--- src/rtl/proc_io_ctrl.sv ---
// proc_io_ctrl: bridges proc_fx strobe IO to per-channel valid/ready streams.
// Read latency 0 (head of the 2-entry input FIFO is muxed straight out); writes land 1 cycle later.
// Backpressure: in_ready drops when a channel FIFO holds 2 words; output overwrite raises err_ovf.
//
// Ports:
//   clk, rst               - rising-edge clock, asynchronous active-low reset
//   proc_req_in/addr_in    - processor read strobe and input channel select; proc_io_in returns data
//   proc_out_en/addr_out   - processor write strobe and output channel select; proc_io_out is the word
//   in_data/valid/ready    - NUIOIN input streams, channel i at in_data[i*NUBITS +: NUBITS]
//   out_data/valid/ready   - NUIOOU output streams, channel j at out_data[j*NUBITS +: NUBITS]
//   clr_err                - synchronous clear of sticky flags (and counters)
//   err_udf, err_ovf       - sticky underflow / overflow flags
// Optional build macro PROC_IO_STATS_EN adds saturating counters udf_cnt / ovf_cnt (CNTW bits).
module proc_io_ctrl #(
    parameter int NUBITS = 16,
    parameter int NUIOIN = 8,
    parameter int NUIOOU = 8,
    parameter int CNTW   = 16
) (
    input  logic                       clk,
    input  logic                       rst,
    input  logic                       proc_req_in,
    input  logic [$clog2(NUIOIN)-1:0]  proc_addr_in,
    output logic [NUBITS-1:0]          proc_io_in,
    input  logic                       proc_out_en,
    input  logic [$clog2(NUIOOU)-1:0]  proc_addr_out,
    input  logic [NUBITS-1:0]          proc_io_out,
    input  logic [NUIOIN*NUBITS-1:0]   in_data,
    input  logic [NUIOIN-1:0]          in_valid,
    output logic [NUIOIN-1:0]          in_ready,
    output logic [NUIOOU*NUBITS-1:0]   out_data,
    output logic [NUIOOU-1:0]          out_valid,
    input  logic [NUIOOU-1:0]          out_ready,
    input  logic                       clr_err,
    output logic                       err_udf,
    output logic                       err_ovf
`ifdef PROC_IO_STATS_EN
    ,
    output logic [CNTW-1:0]            udf_cnt,
    output logic [CNTW-1:0]            ovf_cnt
`endif
);

    // Input FIFO state: r_head is the word the processor sees next, r_tail the second slot.
    logic [1:0]        r_cnt  [NUIOIN];
    logic [NUBITS-1:0] r_head [NUIOIN];
    logic [NUBITS-1:0] r_tail [NUIOIN];
    logic [NUBITS-1:0] r_hold [NUIOIN];  // last word popped from each channel
    logic [NUBITS-1:0] r_last;           // last word popped from any channel (idle read value)

    logic [NUBITS-1:0] r_out_dat [NUIOOU];
    logic [NUIOOU-1:0] r_out_vld;
    logic              r_udf;
    logic              r_ovf;

    logic [NUIOIN-1:0] w_push;
    logic [NUIOIN-1:0] w_pop;
    logic [NUIOOU-1:0] w_wr;
    logic [NUBITS-1:0] w_rd_dat;
    logic              w_udf_evt;
    logic              w_ovf_evt;

    // Push/pop decode per input channel and write decode per output channel.
    always_comb begin
        w_push   = '0;
        w_pop    = '0;
        in_ready = '0;
        for (int i = 0; i < NUIOIN; i++) begin
            in_ready[i] = (r_cnt[i] != 2'd2);
            w_push[i]   = in_valid[i] && (r_cnt[i] != 2'd2);
            w_pop[i]    = proc_req_in && (int'(proc_addr_in) == i) && (r_cnt[i] != 2'd0);
        end
        w_wr = '0;
        for (int j = 0; j < NUIOOU; j++) begin
            w_wr[j] = proc_out_en && (int'(proc_addr_out) == j);
        end
    end

    // Read mux. An empty channel returns its own hold register and flags underflow;
    // a word being pushed into that channel this cycle is deliberately not forwarded.
    always_comb begin
        w_rd_dat  = r_last;
        w_udf_evt = 1'b0;
        if (proc_req_in) begin
            if (int'(proc_addr_in) < NUIOIN) begin
                if (r_cnt[proc_addr_in] != 2'd0) begin
                    w_rd_dat = r_head[proc_addr_in];
                end else begin
                    w_rd_dat  = r_hold[proc_addr_in];
                    w_udf_evt = 1'b1;
                end
            end else begin
                w_rd_dat = '0;
            end
        end
    end

    assign proc_io_in = w_rd_dat;

    // Only one output channel can be written per cycle, so at most one overflow event.
    assign w_ovf_evt = |(w_wr & r_out_vld & ~out_ready);

    always_ff @(posedge clk or negedge rst) begin
        if (!rst) begin
            for (int i = 0; i < NUIOIN; i++) begin
                r_cnt[i]  <= 2'd0;
                r_head[i] <= '0;
                r_tail[i] <= '0;
                r_hold[i] <= '0;
            end
            r_last <= '0;
        end else begin
            for (int i = 0; i < NUIOIN; i++) begin
                if (w_pop[i]) begin
                    r_hold[i] <= r_head[i];
                    r_last    <= r_head[i];
                end
                case (r_cnt[i])
                    2'd0: begin
                        if (w_push[i]) begin
                            r_head[i] <= in_data[i*NUBITS +: NUBITS];
                            r_cnt[i]  <= 2'd1;
                        end
                    end
                    2'd1: begin
                        if (w_push[i] && w_pop[i]) begin
                            r_head[i] <= in_data[i*NUBITS +: NUBITS];
                        end else if (w_push[i]) begin
                            r_tail[i] <= in_data[i*NUBITS +: NUBITS];
                            r_cnt[i]  <= 2'd2;
                        end else if (w_pop[i]) begin
                            r_cnt[i]  <= 2'd0;
                        end
                    end
                    default: begin
                        // Full: in_ready is low, so only a pop can happen.
                        if (w_pop[i]) begin
                            r_head[i] <= r_tail[i];
                            r_cnt[i]  <= 2'd1;
                        end
                    end
                endcase
            end
        end
    end

    // Output holding registers: a write always wins over a same-cycle consume.
    always_ff @(posedge clk or negedge rst) begin
        if (!rst) begin
            for (int j = 0; j < NUIOOU; j++) begin
                r_out_dat[j] <= '0;
            end
            r_out_vld <= '0;
        end else begin
            for (int j = 0; j < NUIOOU; j++) begin
                if (w_wr[j]) begin
                    r_out_dat[j] <= proc_io_out;
                    r_out_vld[j] <= 1'b1;
                end else if (r_out_vld[j] && out_ready[j]) begin
                    r_out_vld[j] <= 1'b0;
                end
            end
        end
    end

    always_comb begin
        out_data = '0;
        for (int j = 0; j < NUIOOU; j++) begin
            out_data[j*NUBITS +: NUBITS] = r_out_dat[j];
        end
    end

    assign out_valid = r_out_vld;

    // Sticky flags: an event in the same cycle as clr_err leaves the flag set.
    always_ff @(posedge clk or negedge rst) begin
        if (!rst) begin
            r_udf <= 1'b0;
            r_ovf <= 1'b0;
        end else begin
            r_udf <= w_udf_evt || (r_udf && !clr_err);
            r_ovf <= w_ovf_evt || (r_ovf && !clr_err);
        end
    end

    assign err_udf = r_udf;
    assign err_ovf = r_ovf;

`ifdef PROC_IO_STATS_EN
    logic [CNTW-1:0] r_udf_cnt;
    logic [CNTW-1:0] r_ovf_cnt;

    // Saturating event counters; clear with a coincident event restarts at 1.
    always_ff @(posedge clk or negedge rst) begin
        if (!rst) begin
            r_udf_cnt <= '0;
            r_ovf_cnt <= '0;
        end else begin
            if (clr_err) begin
                r_udf_cnt <= w_udf_evt ? CNTW'(1) : '0;
                r_ovf_cnt <= w_ovf_evt ? CNTW'(1) : '0;
            end else begin
                if (w_udf_evt && (r_udf_cnt != '1)) r_udf_cnt <= r_udf_cnt + CNTW'(1);
                if (w_ovf_evt && (r_ovf_cnt != '1)) r_ovf_cnt <= r_ovf_cnt + CNTW'(1);
            end
        end
    end

    assign udf_cnt = r_udf_cnt;
    assign ovf_cnt = r_ovf_cnt;
`else
    // Counter width only matters when statistics are built in.
    logic [CNTW-1:0] w_unused_cnt;
    assign w_unused_cnt = '0;
`endif

endmodule

--- config.mk ---
export PLATFORM = sky130hd
export DESIGN_NAME = proc_io_ctrl
export DESIGN_NICKNAME = d
export VERILOG_FILES = /design/src/rtl/proc_io_ctrl.sv
export SDC_FILE = /design/constraint.sdc
export NUM_CORES = 1
export LEC_CHECK = 0
export ABC_AREA = 1
export CELL_PAD_IN_SITES_DETAIL_PLACEMENT = 0
export CELL_PAD_IN_SITES_GLOBAL_PLACEMENT = 1
export CORE_ASPECT_RATIO = 1.25
export CORE_MARGIN = 2
export CORE_UTILIZATION = 41
export DETAILED_ROUTE_END_ITERATION = 10
export PLACE_DENSITY = 0.85
export SYNTH_ARGS = -nofsm -noshare
export SYNTH_HDL_FRONTEND = slang
export SYNTH_SLANG_ARGS = --single-unit
--- constraint.sdc ---
create_clock -name clk -period 2.42 [get_ports clk]
set_input_delay 0.484 -clock clk [delete_from_list [all_inputs] [get_ports clk]]
set_output_delay 0.484 -clock clk [all_outputs]
set_load 0.01 [all_outputs]
==> out/results.tsv, run 1 <==
metric	value	unit
RSZ-0062 raised after global routing	yes	
min Tclk post-route	2.766	ns
Reg clk slew, reported paths	0.06	ns
initial antenna violation count	3	
Chip Height	280.3	um
worst r2r src	r_cnt[11]$_DFFE_PN0P_	
worst slew pin tran	0.6380	ns
DR pass1 iterations	6	
area grow syn2layout	35.32	%
highest routed layer	met4	
relative slew slack	57.47	%
grt total ovfl	0	
Tot Pwr	39920	uW
Worst R2R Setup Slack	0.05	ns
Leak	0.01609	uW
htree depth	2	
hpwl dp	76.62	mm
Final #Nets	3716	
most frequent cells in the layout	nand2_1, dfrtp_1, o21ai_0	
M1 wire length	38.07	mm
routed wire length on met2	47.50	mm
Fin. Hold Viols	0	
clock buffer count from CTS	57	
Initial Utilization	41.37	%
Final Core Density	55.98	%
failing checks	negative setup slack	
setup slack after layout	-0.3459	ns
worst setup path class	reg2out	
Core Footprint	0.06053	mm2
post-synth cell types	39	
Clock Tree Buf Depth	3	
yosys warns	0	
Slew Viols, Final	0	
CP Launch Type	flop	
post-route ant nets	0	
Post-route DRC	0	
Cell Pwr Density	1178	mW/mm2
WL/cell	22.86	um
port bufs	332	
CTS Sinks	554	
met3 WL	6.093	mm
outcome	complete, but fails checks	
Finish-stage setup viols	16	
Syn Inst Count	3025	
CP required	1.94	ns
Via Count	23290	
fin crit share	114.3	%
I/O pin count	333	
hold crit path type	in2async	
Die X	225.0	um
Cell Area, Placed	0.03117	mm2
Mapped Nets	3196	
fin area	0.03389	mm2
clock skew	0.02262	ns
first-pass GRT wire length	147.4	mm
critical path's slowest cell	dfrtp_1	
largest net degree at the start of global routing	58	
detailed-route wire length	99.75	mm
row count	101	
sequential area share after synthesis	55.36	%
vias in the first global route	23670	
die area	0.06308	mm2
CP endpoint kind	output pin	
Crit Path Max Fanout	6	
global-route usage over all layers	31.50	%
crit path cell chain	inv_2 > buf_6 > o22ai_1 > a21oi_1 > nand3_2 > nand2_4 > inv_4 > buf_12 > nor2_1 > o21ai_2 > buf_2	
latest clock arrival within the worst-skew pair	0.64	ns
FF-to-FF path depth	15	
Placer Congestion	1.060	
max cap viols	0	
setup tns final	-4.994	ns
peak supply drop	0.6881	mV
largest stage delay on the critical path	0.39	ns
layout cells sized above 1	15.07	%
vias per inst	5.337	
Fmax	361.6	MHz
clk root buf	clkbuf_16	
Worst EP arrival	2.28	ns
CTS tree	done	
Cell Area, Synth	0.02504	mm2
1st-iter DRT viols	1914	
commonest non-fill, non-tap cell in the layout	nand2_1	
Mapped Avg Cell Area	8.278	um2
FF-to-FF End	r_last[14]$_DFFE_PN0P_	
number of synthesized register bits	554	
==> cell families (layout without fill, tap and decap cells) <==
kind of cell	after synthesis	in the layout	share of synthesized area, %
multiplexers	16	16	0.7195
other	0	3	0
XOR/XNOR	5	5	0.1749
flip-flops	554	554	55.36
AND/OR/NAND/NOR	1171	1171	18.10
buffers and inverters	497	1061	7.635
AO/OA/AOI/OAI	782	782	18.00
==> power by group <==
part           total (uW)  internal (uW)  switching [uW]
Sequential          16100          13000            3010
Clock                8860           4970            3890
Combinational       15000           6070            8940
==> metrics by stage <==
step,cells,worst slack (ns),hold WS [ns]
detailed placement,4227,-1.294,0.4656
finish,4364,-0.3459,0.4124
global route,4364,-0.4598,0.4218
global placement,4227,-1.248,0.4622
floorplan,3025,0.1697,0.1884
CTS,4349,-0.3556,0.3934
==> sequential cells by signal (all words and copies together), names as in the netlist <==
register and count:
out_valid 8, err_udf 1, r_last 16, r_cnt 16
err_ovf 1, out_data 128, r_tail 128, r_head 128
r_hold 128
==> critical path: cells and delay by family, from the launching register on <==
family,cells,cell delay (ns)
and+or+nand+nor,3,0.38
DFF,1,0.39
AOI/OAI and AO/OA,3,0.34
buffers and inverters,5,0.54
==> timing repair <==
item                                    CTS  global route
gates cloned                              2             5
pin swaps                                37            55
hold buffers                              1             0
resized for setup                       194            65
endpoints found under the setup margin   21            34
buffers inserted                         16             7
endpoints found under the hold margin    38             0
==> per-layer routing <==
metal | up-vias | GRT usage [%]
li1 | 10920 | -
met1 | 11300 | 36.74
met2 | 816 | 51.92
met3 | 259 | 6.137
met4 | 0 | 22.67
met5 | - | 0
==> cell type report <==
cell class	instances	area, um2
repair buffers	634	6195
well taps	772	965.9
clock inverters	22	227.7
multi-input cells	1974	9739
inverters	324	1237
flip-flops and latches	554	13870
fillers	5522	26650
clock buffers	81	1647
diodes	3	7.507
==> synth_stat cells, drive strengths merged <==
master	number	share of area (%)
o22ai	51	1.3
nor3	7	0.16
dfrtp	554	55
o211ai	96	2.9
a211oi	1	0.030
o2bb2ai	10	0.35
xor2	3	0.10
mux2	16	0.72
a31oi	32	0.80
o211a	6	0.24
nand2	994	15
xnor2	2	0.070
a21oi	54	1.1
nor4	1	0.025
nand3	45	0.90
a22o	10	0.35
o221ai	1	0.035
clkbuf	135	2.0
nor2	106	1.6
clkinv	7	0.10
nand4	18	0.45
a22oi	1	0.030
o21a	1	0.030
inv	317	4.8
buf	38	0.75
o21ai	485	9.7
a21boi	1	0.030
o2111ai	33	1.2
==> worst max path at each step <==
stage	start	endpoint	slack, ns	depth (start not counted)
3_5_place_dp	proc_addr_in[0]	proc_io_in[4]	-1.29	10
2_1_floorplan	proc_addr_in[1]	proc_io_in[6]	0.17	10
5_1_grt	r_cnt[6]$_DFFE_PN0P_	proc_io_in[2]	-0.46	10
3_3_place_gp	proc_addr_in[0]	proc_io_in[4]	-1.25	10
6_report	r_cnt[6]$_DFFE_PN0P_	proc_io_in[6]	-0.35	11
4_1_cts	r_cnt[11]$_DFFE_PN0P_	proc_io_in[6]	-0.36	10
No activity file was read; power rests on OpenSTA's default activity.
==> run 2, diff against run 1 <==
Settings changed: ABC_AREA 1 to 0, CORE_UTILIZATION 41 to 45, PLACE_DENSITY 0.85 to 0.86.
==> out/results.tsv, run 2 <==
metric	value	unit	change
outcome	complete, but fails checks		
failing checks	negative setup slack		
Mapped Nets	2108		-34%
Final #Nets	2631		-29%
Post-route DRC	0		unchanged
Die X	215.9	um	-4.0%
most frequent cell after synthesis	dfrtp_1		
hpwl dp	61.51	mm	-20%
I/O pin count	333		unchanged
1st-iter DRT viols	1285		-33%
CTS Sinks	554		unchanged
sequential area share after synthesis	54.87	%	-0.49 points
hold crit path type	in2async		
largest net degree at the start of global routing	94		+62%
Chip Height	268.9	um	-4.1%
worst r2r src	r_cnt[13]$_DFFE_PN0P_		
grt total ovfl	0		unchanged
number of synthesized register bits	554		unchanged
row count	97		-4.0%
Cell Pwr Density	1152	mW/mm2	-2.3%
CP required	1.94	ns	about the same
clk root buf	clkbuf_16		
Clock Tree Buf Depth	3		unchanged
synth top area cells	dfrtp_1, mux2_2, mux2i_1		
detailed-route wire length	81.16	mm	-19%
Fin. Hold Viols	0		unchanged
first-pass GRT wire length	122.6	mm	-17%
vias in the first global route	19560		-17%
port bufs	332		unchanged
Post-synth top flop	dfrtp_1		
worst setup path class	reg2out		
relative slew slack	51.09	%	-6.4 points
Fmax	330.5	MHz	-8.6%
most frequent cells after synthesis	dfrtp_1, mux2_2, nor2_1, a21oi_1, mux2i_1		
EDFF count, synth	0		unchanged
layout cells sized above 1	34.61	%	+20 points
Final Core Density	60.69	%	+4.7 points
FF-to-FF End	r_last[5]$_DFFE_PN0P_		
Finish-stage setup viols	17		+1
Crit Path Max Fanout	8		+2
area leader, netlist	dfrtp_1		
Tot Pwr	39020	uW	-2.3%
Mapped Avg Cell Area	13.04	um2	+58%
Worst R2R Setup Slack	0.22	ns	+0.17 ns
post-synth cell types	45		+15%
Worst EP arrival	2.54	ns	+0.26 ns
most frequent cells in the layout	dfrtp_1, mux2_2, clkdlybuf4s50_1		
global-route usage over all layers	28.18	%	-3.3 points
area grow syn2layout	34.11	%	
clock skew	0.02698	ns	+0.004366 ns
die area	0.05807	mm2	-7.9%
async set or reset register ratio after synthesis	100.0	%	unchanged
htree depth	2		unchanged
placed instance count	3150		-25%
initial antenna violation count	2		-1
post-route ant nets	0		unchanged
CP Launch Type	flop		
non-filler instance count after layout	3248		-26%
latest clock arrival within the worst-skew pair	0.63	ns	about the same
Slew Viols, Final	0		unchanged
RSZ-0062 raised after global routing	yes		
worst slew pin tran	0.7133	ns	+0.07530 ns
Reg clk slew, reported paths	0.07	ns	about the same
fin area	0.03388	mm2	about the same
max cap viols	0		unchanged
WL/cell	24.99	um	+9.3%
Syn Inst Count	1937		-36%
CTS tree	done		
min Tclk post-route	3.026	ns	+0.2600 ns
fin crit share	125.0	%	+11 points
Initial Utilization	45.26	%	+3.9 points
vias per inst	5.681		+6.4%
clock buffer count from CTS	55		-3.5%
yosys warns	0		unchanged
setup slack after layout	-0.6059	ns	-0.2600 ns
commonest non-fill, non-tap cell in the layout	dfrtp_1		
Placer Congestion	0.9424		-11%
peak supply drop	0.7220	mV	+4.9%
DR pass1 iterations	7		+1
CP endpoint kind	output pin		
Core Footprint	0.05583	mm2	-7.8%
Cell Area, Placed	0.03153	mm2	+1.2%
Via Count	18450		-21%
FF-to-FF path depth	6		-9
top cell type's share of synthesized area	54.87	%	-0.49 points
Leak	0.01471	uW	-8.6%
setup tns final	-8.697	ns	-3.703 ns
Cell Area, Synth	0.02527	mm2	+0.90%
-- run 2: cell count changes after synthesis, sizes merged, moves of 67 or more --
cell	delta
inv	-303
o211ai	-96
o21ai	-468
mux2i	+150
nor2	+67
nand2	-938
a21oi	+111
mux2	+363
-- run 2: repair_timing --
item | 4_1_cts | 5_1_grt
pin swaps | 20 | 12
hold buffers | 1 | 0
hold endpoints to repair | 37 | 0
gates resized for setup | 147 | 26
endpoints found under the setup margin | 22 | 27
setup buffers | 4 | 4
-- run 2: final cells by class --
cell class,count,area (um2)
fillers,4405,21950
flip-flops and latches,554,13860
multi-input cells,1227,11160
repair buffers,608,5956
clock buffers,76,1565
well taps,742,928.4
clock inverters,26,356.6
inverters,14,52.55
diodes,1,2.502
-- run 2: power breakdown --
| part | total, uW | internal [uW] | switching [uW] |
|---|---|---|---|
| Combinational | 13300 | 7330 | 5970 |
| Sequential | 16600 | 13200 | 3380 |
| Clock | 9120 | 5300 | 3820 |
-- run 2: worst max-delay path, stage by stage, from the launching register on --
cell	delay [ns]
dfrtp_1	0.39
nor2_4	0.08
mux4_2	0.52
buf_12	0.18
mux2_4	0.31
o22ai_2	0.09
a31oi_1	0.06
buf_4	0.17
buf_6	0.12
-- run 2: worst max path at each step --
| stage | to | slack (ns) | start |
|---|---|---|---|
| global route | proc_io_in[15] | -0.67 | r_cnt[14]$_DFFE_PN0P_ |
| detailed placement | proc_io_in[8] | -0.68 | proc_addr_in[0] |
| global placement | proc_io_in[4] | -0.64 | proc_addr_in[0] |
| finish | proc_io_in[15] | -0.61 | r_cnt[14]$_DFFE_PN0P_ |
| floorplan | proc_io_in[0] | 0.02 | proc_addr_in[1] |
| CTS | proc_io_in[15] | -0.66 | r_cnt[15]$_DFFE_PN0P_ |
-- run 2: kinds of logic after synthesis --
logic type / Yosys count / share of synthesized area [%]
muxes: 595 / 28.72
DFF: 554 / 54.87
AOI/OAI and AO/OA: 350 / 8.711
and+or+nand+nor: 282 / 4.952
buffers and inverters: 156 / 2.748
-- run 2: metal layers --
metal	wire, um	part of all wire, %	up-vias	GRT usage (%)
met2	39790	49	688	47.57
met1	30410	37	9399	32.98
li1	-	-	8174	-
met3	5453	6.7	188	6.227
met4	5490	6.8	2	17.33
met5	14	0.017	-	0
-- run 2: stage by stage --
step / hold slack [ns] / worst slack (ns)
6_report: 0.3725 / -0.6059
5_1_grt: 0.3884 / -0.6725
4_1_cts: 0.3605 / -0.6576
3_5_place_dp: 0.4271 / -0.6842
3_3_place_gp: 0.4252 / -0.6440
2_1_floorplan: 0.1884 / 0.01727
==> run 3, diff against run 2 <==
Settings changed: CORE_ASPECT_RATIO 1.25 to default, CORE_MARGIN 2 to 4, CORE_UTILIZATION 45 to 52, DONT_BUFFER_PORTS from default to 1.
==> out/results.tsv, run 3 (synthesized netlist as in run 2, its figures left out) <==
metric	value	unit	change
Top Family by Delay on Critical Path	multiplexers		
vias in the first global route	18730		-4.3%
Hold Buf Count CTS	139		+138
worst slew pin tran	2.755	ns	+2.042 ns
worst r2r src	r_cnt[2]$_DFFE_PN0P_		
area grow syn2layout	21.04	%	
Core Footprint	0.04785	mm2	-14%
setup slack after layout	-0.6585	ns	-0.05261 ns
Crit Path Max Fanout	7		-1
worst setup path class	reg2out		
Die X	228.4	um	+5.8%
setup tns final	-9.655	ns	-0.9578 ns
worst path bufs/invs	3		unchanged
largest stage delay on the critical path	0.50	ns	-0.02 ns
outcome	complete, but fails checks		
die area	0.05218	mm2	-10%
relative slew slack	-83.67	%	-130 points
crit path cell chain	nor2_4 > mux4_2 > buf_12 > buf_12 > mux2_4 > o22ai_2 > a31oi_2 > buf_4		
most common cell type on the critical path	buf_12		
Finish-stage setup viols	16		-1
Reg clk slew, reported paths	0.06	ns	about the same
vias per inst	6.391		+13%
CTS tree	done		
layout cells sized above 1	33.11	%	-1.5 points
initial antenna violation count	4		+2
hold crit path type	in2async		
largest net degree at the start of global routing	555		+490%
Via Count	18050		-2.2%
grt total ovfl	0		unchanged
max cap viols	0		unchanged
Cell Pwr Density	1225	mW/mm2	+6.4%
CP required	1.94	ns	about the same
latest clock arrival within the worst-skew pair	0.64	ns	about the same
hpwl dp	53.75	mm	-13%
post-route ant nets	0		unchanged
Final #Nets	2336		-11%
row count	80		-18%
Clock Tree Buf Depth	3		unchanged
min Tclk post-route	3.078	ns	+0.05261 ns
Slew Viols, Final	471		+471
CP Launch Type	flop		
clk root buf	clkbuf_16		
1st-iter DRT viols	1933		+50%
Fin. Hold Viols	162		+162
Leak	0.01334	uW	-9.3%
detailed-route wire length	80.89	mm	-0.33%
WL/cell	28.64	um	+15%
htree depth	2		unchanged
FF-to-FF path depth	5		-1
first-pass GRT wire length	120.7	mm	-1.5%
CTS Sinks	554		unchanged
fin crit share	127.2	%	+2.2 points
peak supply drop	0.7862	mV	+8.9%
Chip Height	228.4	um	-15%
Fmax	324.8	MHz	-1.7%
clock buffer count from CTS	58		+5.5%
commonest non-fill, non-tap cell in the layout	dfrtp_1		
Worst R2R Setup Slack	0.16	ns	-0.06 ns
global-route usage over all layers	30.22	%	+2.0 points
Initial Utilization	52.81	%	+7.6 points
FF-to-FF End	r_tail[19]$_DFFE_PN0P_		
Worst EP arrival	2.59	ns	+0.05 ns
Placer Congestion	0.9376		-0.51%
Post-route DRC	0		unchanged
Final Core Density	63.92	%	+3.2 points
critical path's slowest cell	mux4_2		
RSZ-0062 raised after global routing	yes		
CP endpoint kind	output pin		
DR pass1 iterations	5		-2
dpl ws	-0.2215	ns	+0.4628 ns
failing checks	negative hold slack, max-slew violations, negative setup slack		
final hold slack	-0.4133	ns	-0.7858 ns
port bufs	0		-100%
clock skew	0.03737	ns	+0.01039 ns
most frequent cells in the layout	dfrtp_1, mux2_2, a21oi_1		
I/O pin count	333		unchanged
## run 3: cell types whose count changed in the layout (fill, tap and decap cells not counted), moves of 6 or more
| cell | before | now |
|---|---|---|
| a31oi_2 | 0 | 7 |
| buf_12 | 41 | 11 |
| buf_2 | 6 | 0 |
| buf_4 | 225 | 154 |
| buf_6 | 18 | 4 |
| clkdlybuf4s50_1 | 309 | 0 |
| dlygate4sd3_1 | 1 | 139 |
| mux2i_1 | 142 | 149 |
## run 3: metal layers
layer | up-vias | GRT usage (%) | routed length, um
met1 | 9264 | 38.63 | 30470
met4 | 2 | 11.46 | 3152
met3 | 193 | 10.06 | 9143
met5 | - | 0 | 16
li1 | 7598 | - | -
met2 | 991 | 48.32 | 38110
## run 3: power by group
part / switching (uW) / internal, uW
clock: 3830 / 5540
sequential: 3670 / 13200
combinational: 5180 / 6040
total: 12700 / 24800
## run 3: repair_timing
item	CTS	global route
buffers inserted	3	9
endpoints found under the setup margin	16	16
hold endpoints to repair	781	554
gates cloned	0	1
pin swaps	4	12
gates resized for setup	15	43
## run 3: worst max-delay path by stage
stage | cells past startpoint | slack, ns | end | startpoint
after detailed placement | 8 | -0.22 | proc_io_in[10] | r_cnt[9]$_DFFE_PN0P_
final | 8 | -0.66 | proc_io_in[2] | r_cnt[9]$_DFFE_PN0P_
after global routing | 8 | -0.69 | proc_io_in[2] | r_cnt[8]$_DFFE_PN0P_
after CTS | 8 | -0.65 | proc_io_in[5] | r_cnt[8]$_DFFE_PN0P_
after global placement | 8 | -0.19 | proc_io_in[10] | r_cnt[9]$_DFFE_PN0P_
after floorplan | 7 | 0.02 | proc_io_in[0] | proc_addr_in[1]
## run 3: layout make-up
type | instances | area, um2
flip-flops and latches | 554 | 13860
clock inverters | 19 | 310.3
repair buffers | 310 | 2853
inverters | 14 | 52.55
clock buffers | 84 | 1709
fillers | 3520 | 17260
diodes | 1 | 2.502
well taps | 615 | 769.5
multi-input cells | 1227 | 11020
## run 3: through the flow
stage | instances | power, uW | instance area, um2 | hold WS, ns
after global routing | 2824 | 38970 | 30580 | -0.4097
after detailed placement | 2576 | 27110 | 26810 | 0.2333
after floorplan | 1937 | 22130 | 25270 | 0.1884
final | 2824 | 37470 | 30580 | -0.4133
after global placement | 2576 | 26600 | 26810 | 0.2385
after CTS | 2820 | 36910 | 30310 | -0.4289
